`config.mk`:
```
export PLATFORM = sky130hd
export DESIGN_NAME = door_lock_ctrl
export DESIGN_NICKNAME = d
export VERILOG_FILES = /design/src/rtl/door_lock_pkg.sv /design/src/rtl/door_lock_key_event.sv /design/src/rtl/door_lock_ctrl.sv
export SDC_FILE = /design/constraint.sdc
export NUM_CORES = 1
export LEC_CHECK = 0
export BUFFER_PORTS_ARGS = -buffer_cell sky130_fd_sc_hd__buf_2
export CORE_ASPECT_RATIO = 1.25
export CORE_MARGIN = 2
export CORE_UTILIZATION = 55
export DETAILED_ROUTE_END_ITERATION = 10
export PLACE_DENSITY_LB_ADDON = 0.3
export SLEW_MARGIN = 40
export SYNTH_ARGS = -nofsm -noshare
export SYNTH_HDL_FRONTEND = slang
export SYNTH_SLANG_ARGS = --single-unit
```
`constraint.sdc`:
```
create_clock -name clk -period 2.1 [get_ports clk]
set_input_delay 0.21 -clock clk [delete_from_list [all_inputs] [get_ports clk]]
set_output_delay 0.21 -clock clk [all_outputs]
set_load 0.01 [all_outputs]
```
`src/rtl/door_lock_pkg.sv`:
```
// Shared types and constants for the door lock controller.
package door_lock_pkg;

  typedef enum logic [2:0] {
    IDLE    = 3'd0,
    GOT1    = 3'd1,
    GOT2    = 3'd2,
    OPEN    = 3'd3,
    ERR     = 3'd4,
    LOCKOUT = 3'd5
  } state_t;

  localparam logic [7:0] KEY_NONE  = 8'h00;
  localparam logic [7:0] DEF_CODE0 = 8'h48;
  localparam logic [7:0] DEF_CODE1 = 8'hD9;
  localparam logic [7:0] DEF_CODE2 = 8'hC1;

  function automatic int max3(input int a, input int b, input int c);
    int m;
    m = (a > b) ? a : b;
    return (m > c) ? m : c;
  endfunction

endpackage

```
`src/rtl/door_lock_key_event.sv`:
```
// Keypad edge detector: one event per new nonzero key value.
import door_lock_pkg::*;

module door_lock_key_event (
  input  logic       clk,
  input  logic       rst,
  input  logic [7:0] key,
  output logic       evt,
  output logic [7:0] evt_code
);

  logic [7:0] key_q;

  always_ff @(posedge clk or negedge rst) begin
    if (!rst) key_q <= KEY_NONE;
    else      key_q <= key;
  end

  // Held keys and release to 00 are not events
  assign evt      = (key != key_q) && (key != KEY_NONE);
  assign evt_code = key;

endmodule

```
`src/rtl/door_lock_ctrl.sv`:
```
// Three-code combination lock FSM with error hold and timed lockout.
// Optional auto-relock from OPEN is enabled by DOOR_LOCK_AUTO_RELOCK_EN.
import door_lock_pkg::*;

module door_lock_ctrl #(
  parameter logic [7:0] CODE0          = DEF_CODE0,
  parameter logic [7:0] CODE1          = DEF_CODE1,
  parameter logic [7:0] CODE2          = DEF_CODE2,
  parameter int         ERR_CYCLES     = 4,
  parameter int         MAX_FAILS      = 3,
  parameter int         LOCKOUT_CYCLES = 16,
  parameter int         UNLOCK_CYCLES  = 32
) (
  input  logic       clk,
  input  logic       rst,
  input  logic [7:0] key,
  output logic       locked,
  output logic       unlocked,
  output logic       error
);

  localparam int TW = $clog2(max3(ERR_CYCLES, LOCKOUT_CYCLES, UNLOCK_CYCLES) + 1);
  localparam int FW = $clog2(MAX_FAILS + 1);

  localparam logic [TW-1:0] ERR_LOAD  = TW'(ERR_CYCLES - 1);
  localparam logic [TW-1:0] LOCK_LOAD = TW'(LOCKOUT_CYCLES - 1);
  localparam logic [FW-1:0] FAIL_MAX  = FW'(MAX_FAILS);
`ifdef DOOR_LOCK_AUTO_RELOCK_EN
  localparam logic [TW-1:0] UNLOCK_LOAD = TW'(UNLOCK_CYCLES - 1);
`endif

  logic          evt;
  logic [7:0]    evt_code;
  state_t        state, state_n;
  logic [FW-1:0] fail_cnt, fail_n;
  logic [TW-1:0] timer, timer_n;
  logic          go_err;

  door_lock_key_event u_key_event (
    .clk      (clk),
    .rst      (rst),
    .key      (key),
    .evt      (evt),
    .evt_code (evt_code)
  );

  always_ff @(posedge clk or negedge rst) begin
    if (!rst) begin
      state    <= IDLE;
      fail_cnt <= '0;
      timer    <= '0;
    end else begin
      state    <= state_n;
      fail_cnt <= fail_n;
      timer    <= timer_n;
    end
  end

  always_comb begin
    state_n = state;
    fail_n  = fail_cnt;
    timer_n = timer;
    go_err  = 1'b0;
    case (state)
      IDLE: if (evt) begin
        if (evt_code == CODE0) state_n = GOT1;
        else                   go_err  = 1'b1;
      end
      GOT1: if (evt) begin
        if (evt_code == CODE1) state_n = GOT2;
        else                   go_err  = 1'b1;
      end
      GOT2: if (evt) begin
        if (evt_code == CODE2) begin
          state_n = OPEN;
          fail_n  = '0;
`ifdef DOOR_LOCK_AUTO_RELOCK_EN
          timer_n = UNLOCK_LOAD;
`endif
        end else begin
          go_err = 1'b1;
        end
      end
`ifdef DOOR_LOCK_AUTO_RELOCK_EN
      OPEN: begin
        if (evt || timer == '0) state_n = IDLE;
        else                    timer_n = timer - TW'(1);
      end
`else
      OPEN: if (evt) state_n = IDLE;
`endif
      ERR: begin
        if (timer == '0) begin
          if (fail_cnt >= FAIL_MAX) begin
            state_n = LOCKOUT;
            timer_n = LOCK_LOAD;
          end else begin
            state_n = IDLE;
          end
        end else begin
          timer_n = timer - TW'(1);
        end
      end
      LOCKOUT: begin
        if (timer == '0) begin
          state_n = IDLE;
          fail_n  = '0;
        end else begin
          timer_n = timer - TW'(1);
        end
      end
      default: begin
        state_n = IDLE;
        timer_n = '0;
      end
    endcase
    // Every wrong entry funnels through here so the fail count stays consistent
    if (go_err) begin
      state_n = ERR;
      timer_n = ERR_LOAD;
      fail_n  = (fail_cnt >= FAIL_MAX) ? fail_cnt : fail_cnt + FW'(1);
    end
  end

  assign locked   = (state != OPEN);
  assign unlocked = (state == OPEN);
  assign error    = (state == ERR) || (state == LOCKOUT);

endmodule

```
==> metrics.cfg, run 1 <==
[pwr]
power_density_nw_per_um2 = 1200
combPwrFrac_pct = 48.6
clock_power_share_pct = 12.6
p_switching_w = 0.000611
sw_frac_of_total_pct = 41.1
power.internal_w = 0.000875
peakVddDrop_mv = 0.855
p_total_w = 0.00149
power_frac_seq_pct = 38.8
leakage_nw = 0.530

[global_routing]
grt_max_degree = 20
groute.layer.met2.usage_pct = 40.3
use_met3_pct = 2.92
grtUsageTotal_pct = 21.9
overflow = 0
busiest_layer = met2
antenna_found_initial = 0
grt_pass1_vias = 902
grt_util_met1_pct = 23.9
grt_pass1_wl_um = 3840

[layout]
layout.cells.most_common_list = dfrtp_1 (19), buf_2 (12), inv_1 (11), xnor2_1 (9)
post_route_cells_drive_above_1_share_pct = 17.9
n_antenna_cell = 0
fin_nets = 148
synthToLayoutAreaGrowth_pct = 8.88
layout_commonest_cell = dfrtp_1
final_cell_area_um2 = 1240

[routing]
finalWirelength_um = 2280
vias_per_cell = 6.29
vias = 969
drcViolationCount = 0
dr.pass1.iters = 4
drtAntennaViolNets = 0
drt_iter0_drc = 22
wl_per_cell_um = 14.8

[synth]
syn_area_um2 = 1140
postSynthAreaPerCell_um2 = 9.67
syn-num-nets = 131
ys_ff_latch = 19
netlist_instances = 118
synth.distinct_cells = 38
ys_warn_count = 0
synth-seq-area-share_pct = 41.7

[critical_path]
path_cells = nor2b_1 > a31oi_1 > o21ai_1 > nor2_1 > o32ai_1
crit_path_end = timer[2]$_DFFE_PN0P_
end_kind = flip-flop
crit_slowest_cell = dfrtp_1
crit_required_ns = 2.30
critPathKind = flip-flop to flip-flop
startpoint_type = flip-flop
r2r_setup_slack_ns = 0.21
worstPathArrival_ns = 2.10
path_max_fanout = 10
critical_path.startpoint = state[1]$_DFFE_PN0P_
reg2reg_depth = 5
cpPeakStageDelay_ns = 0.50
worstReg2RegStart = state[1]$_DFFE_PN0P_
r2r-end = timer[2]$_DFFE_PN0P_

[clocking]
htreeDepth = 1
cts_resized = 0
clock_latency_ns = 0.30
cts_buffer_depth = 2
hold_buffers = 1
cts_setup_buffers = 0
clkSinkCount = 19
cts-buffers-inserted = 3
clk_pin_slew_worst_paths_ns = 0.10
cts_tree = done
cts-root-buf = clkbuf_4

[hold_path]
hold_path.class = primary input to flip-flop

[placement]
place_area_um2 = 1210
place.detailed.hpwl_um = 1740
gp_congestion = 0.896
io_buffer_count = 12

[timing]
fmax_mhz = 528
period_share_pct = 90.2
hold_viol = 0
finalClockSkew_ns = 0.00172
setup_viol = 0
min_period_ns = 1.89
slew_headroom_pct = 58.4
slew_viol_final = 0
setup-tns-final_ns = 0
rsz0062_at_grt = no
tightest_slew_ns = 0.619

[die]
die_h_um = 54.9
rows = 18
design.portCount = 13
start_util_pct = 58.2
core_area_um2 = 1960
dieArea_um2 = 2460
die_w_um = 44.7

[flow_run]
drv_cap = 0

[status]
outcome = completed

-- power groups by stage --
stage / Sequential, W / Clock [W] / Combinational (W)
floorplan: 0.000541 / 0 / 0.000595
finish: 0.000577 / 0.000187 / 0.000722
global placement: 0.000575 / 0 / 0.000698
detailed placement: 0.000580 / 0 / 0.000715
CTS: 0.000572 / 0.000191 / 0.000719
global route: 0.000587 / 0.000203 / 0.000808
-- kinds of logic after synthesis --
group	synth area share (%)
xor+xnor	6.91
mux	0.877
fa+ha+maj	3.29
flops	41.7
buf+inv	7.35
compound gates	16.2
simple gates	23.7
-- final cells by class --
class | instances | area [um^2]
clock buffers | 4 | 26.3
fillers | 182 | 717
well taps | 20 | 25.0
inverters | 11 | 41.3
repair buffers | 16 | 92.6
flip-flops and latches | 19 | 475
multi-input cells | 84 | 582
-- registers in the layout, summed over array words and instances, names as in the netlist --
| register | flops |
|---|---|
| u_key_event.key_q | 8 |
| timer | 6 |
| state | 3 |
| fail_cnt | 2 |
-- worst min path at each step --
| stage | cells after the start | slack (ns) | from | to |
|---|---|---|---|---|
| 6_report | 1 | 0.06 | key[5] | u_key_event.key_q[5]$_DFF_PN0_ |
| 5_1_grt | 1 | 0.05 | key[2] | u_key_event.key_q[2]$_DFF_PN0_ |
| 4_1_cts | 1 | 0.05 | key[2] | u_key_event.key_q[2]$_DFF_PN0_ |
| 3_5_place_dp | 1 | 0.17 | rst | state[0]$_DFFE_PN0P_ |
| 3_3_place_gp | 1 | 0.16 | rst | u_key_event.key_q[3]$_DFF_PN0_ |
| 2_1_floorplan | 0 | -0.09 | rst | fail_cnt[0]$_DFFE_PN0P_ |
-- routing by layer --
layer / vias up / routed length [um]
met4: 0 / 46
met5: - / 0
met2: 33 / 1210
li1: 460 / -
met1: 470 / 925
met3: 6 / 98
-- critical path, delay by kind of cell (launching register included) --
family | cells | cell delay (ns)
compound gates | 3 | 0.85
flops | 1 | 0.50
simple gates | 2 | 0.45
-- Yosys cell counts, drive strengths merged --
cell	count	area (um^2)
xnor2	9	78.8
a22oi	1	7.51
or3	3	28.8
a211o	2	17.5
or2	1	6.26
nand4	3	18.8
nor3	6	30.0
o21ai	4	20.0
clkbuf	3	31.3
and3	2	13.8
o22ai	3	25.0
inv	11	41.3
buf	1	11.3
a31oi	3	18.8
a211oi	1	7.51
mux2i	1	10.0
nor2b	4	25.0
o32ai	4	35.0
or4b	1	10.0
nand3	2	10.0
and3b	1	8.76
ha	3	37.5
a21o	2	15.0
dfrtp	19	475
nand2	4	15.0
nor2	6	22.5
nand3b	1	7.51
nor3b	1	7.51
nor4	2	12.5
nand2b	3	18.8
nor4b	4	35.0
a21oi	7	38.8
-- through the flow --
stage	util [%]	setup slack (ns)	hold slack [ns]	std cells
floorplan	-	0.327	-0.0856	118
global placement	61.6	0.300	0.164	149
detailed placement	61.6	0.228	0.170	149
CTS	63.4	0.211	0.0549	154
global route	63.4	0.00799	0.0548	154
finish	63.4	0.206	0.0580	154
Power figures use the tool's default switching activity.
==> inputs of run 2 (changes only) <==
- CORE_UTILIZATION: 55 -> 30
- CTS_BUF_LIST: not set -> sky130_fd_sc_hd__clkbuf_2 sky130_fd_sc_hd__clkbuf_4 sky130_fd_sc_hd__clkbuf_8
==> metrics.cfg, run 2 (synthesis results as in run 1) <==
[status]
outcome = completed

[timing]
setup_viol = 0  ; unchanged
finalClockSkew_ns = 0.00667  ; +0.00495 ns
hold_viol = 0  ; unchanged
slew_headroom_pct = 61.9  ; +3.5 points
setup-tns-final_ns = 0  ; unchanged
fmax_mhz = 543  ; +2.9%
min_period_ns = 1.84  ; -0.0539 ns
tightest_slew_ns = 0.567  ; -0.0522 ns
period_share_pct = 87.6  ; -2.6 points
whs_ns = 0.120  ; +0.0621 ns
slew_viol_final = 0  ; unchanged
rsz0062_at_grt = no

[clocking]
cts_buffer_depth = 2  ; unchanged
clkSinkCount = 19  ; unchanged
cts_resized = 0  ; unchanged
cts-buffers-inserted = 3  ; unchanged
clk_pin_slew_worst_paths_ns = 0.08  ; -0.02 ns
cts_setup_buffers = 0  ; unchanged
clock_latency_ns = 0.25  ; -0.05 ns
cts-root-buf = clkbuf_8
hold_buffers = 1  ; unchanged
cts_tree = done
htreeDepth = 1  ; unchanged

[global_routing]
antenna_found_initial = 0  ; unchanged
grtUsageTotal_pct = 11.8  ; -10 points
grt_pass1_wl_um = 3950  ; +2.9%
grt_pass1_vias = 910  ; +0.89%
overflow = 0  ; unchanged
grt_max_degree = 20  ; unchanged

[critical_path]
critPathKind = flip-flop to flip-flop
r2r_setup_slack_ns = 0.26  ; +0.05 ns
path_max_fanout = 4  ; -6
crit_required_ns = 2.24  ; -0.06 ns
worstPathArrival_ns = 1.98  ; -0.12 ns
startpoint_type = flip-flop
end_kind = flip-flop

[pwr]
combPwrFrac_pct = 45.5  ; -3.1 points
sw_frac_of_total_pct = 39.4  ; -1.7 points
power.internal_w = 0.000934  ; +6.7%
power_frac_seq_pct = 38.0  ; -0.8 points
p_total_w = 0.00154  ; +3.7%
clock_power_share_pct = 16.5  ; +3.9 points
peakVddDrop_mv = 0.507  ; -41%
p_switching_w = 0.000607  ; -0.61%
leakage_nw = 0.540  ; +1.8%
power_density_nw_per_um2 = 1200  ; about the same

[routing]
dr.pass1.iters = 4  ; unchanged
wl_per_cell_um = 13.3  ; -10%
drt_iter0_drc = 43  ; +95%
vias = 919  ; -5.2%
vias_per_cell = 5.28  ; -16%
drtAntennaViolNets = 0  ; unchanged
drcViolationCount = 0  ; unchanged
finalWirelength_um = 2320  ; +1.6%

[die]
rows = 25  ; +7
start_util_pct = 30.7  ; -28 points
die_w_um = 59.2  ; +32%
design.portCount = 13  ; unchanged
dieArea_um2 = 4320  ; +76%
die_h_um = 73.0  ; +33%
core_area_um2 = 3720  ; +90%

[layout]
n_fill_cell = 390  ; +110%
largest_register_ffs = 8  ; unchanged
layout.cells.most_common_list = dfrtp_1 (19), buf_2 (12), inv_1 (11), xnor2_1 (9)
top_regs = u_key_event.key_q x8, timer x6, state x3
largest_register = u_key_event.key_q
post_route_cells_drive_above_1_share_pct = 18.7  ; +0.75 points
n_antenna_cell = 0  ; unchanged
layout_commonest_cell = dfrtp_1
synthToLayoutAreaGrowth_pct = 12.8
fin_nets = 148  ; unchanged

[placement]
io_buffer_count = 12  ; unchanged
place.detailed.hpwl_um = 1660  ; -4.4%
gp_congestion = 0.811  ; -9.5%

[flow_run]
drv_cap = 0  ; unchanged

[hold_path]
hold_path.class = primary input to flip-flop

run 2: layer usage:
metal | vias to the layer above | wire (um) | global-route usage [%]
met4 | 0 | 22 | 5.05
met2 | 10 | 1140 | 19.6
met1 | 448 | 1090 | 14.5
met5 | - | 0 | 0
li1 | 459 | - | -
met3 | 2 | 61 | 2.66
run 2: final timing paths:
check                      cells after the start               startpoint                              to
max in group asynchronous                      2                      rst            timer[0]$_DFFE_PN0P_
min in group asynchronous                      2                      rst  u_key_event.key_q[7]$_DFF_PN0_
min                                            1                   key[5]  u_key_event.key_q[5]$_DFF_PN0_
min reg2reg                                    2  fail_cnt[0]$_DFFE_PN0P_         fail_cnt[0]$_DFFE_PN0P_
max reg2reg                                    5     timer[3]$_DFFE_PN0P_            state[0]$_DFFE_PN0P_
max                                            5     timer[3]$_DFFE_PN0P_            state[0]$_DFFE_PN0P_
run 2: power groups by stage:
stage | logic [W] | clock network, W | registers [W]
floorplan | 0.000595 | 0 | 0.000541
global placement | 0.000685 | 0 | 0.000586
detailed placement | 0.000699 | 0 | 0.000591
CTS | 0.000707 | 0.000268 | 0.000582
global route | 0.000809 | 0.000291 | 0.000599
finish | 0.000700 | 0.000255 | 0.000585
run 2: critical path, stage by stage, from the launching register on:
cell	delay (ns)
dfrtp_1	0.41
or3_4	0.42
or3_4	0.36
a21oi_2	0.14
nor2_1	0.04
or3_1	0.36
run 2: cell type report:
cell class / instances / area, um^2 / area share (%)
repair buffers: 16 / 92.6 / 7.19
inverters: 11 / 41.3 / 3.21
clock buffers: 3 / 41.3 / 3.21
clock inverters: 1 / 5.00 / 0.389
multi-input cells: 84 / 582 / 45.2
well taps: 40 / 50.0 / 3.89
flip-flops and latches: 19 / 475 / 36.9
run 2: stage by stage:
| step | std cells | area, um^2 | util, % | worst slack, ns |
|---|---|---|---|---|
| after floorplan | 118 | 1140 | - | 0.327 |
| final | 174 | 1290 | 34.6 | 0.260 |
| after detailed placement | 169 | 1230 | 33.1 | 0.273 |
| after global placement | 169 | 1230 | 33.1 | 0.297 |
| after global routing | 174 | 1290 | 34.6 | 0.0809 |
| after CTS | 174 | 1290 | 34.6 | 0.263 |
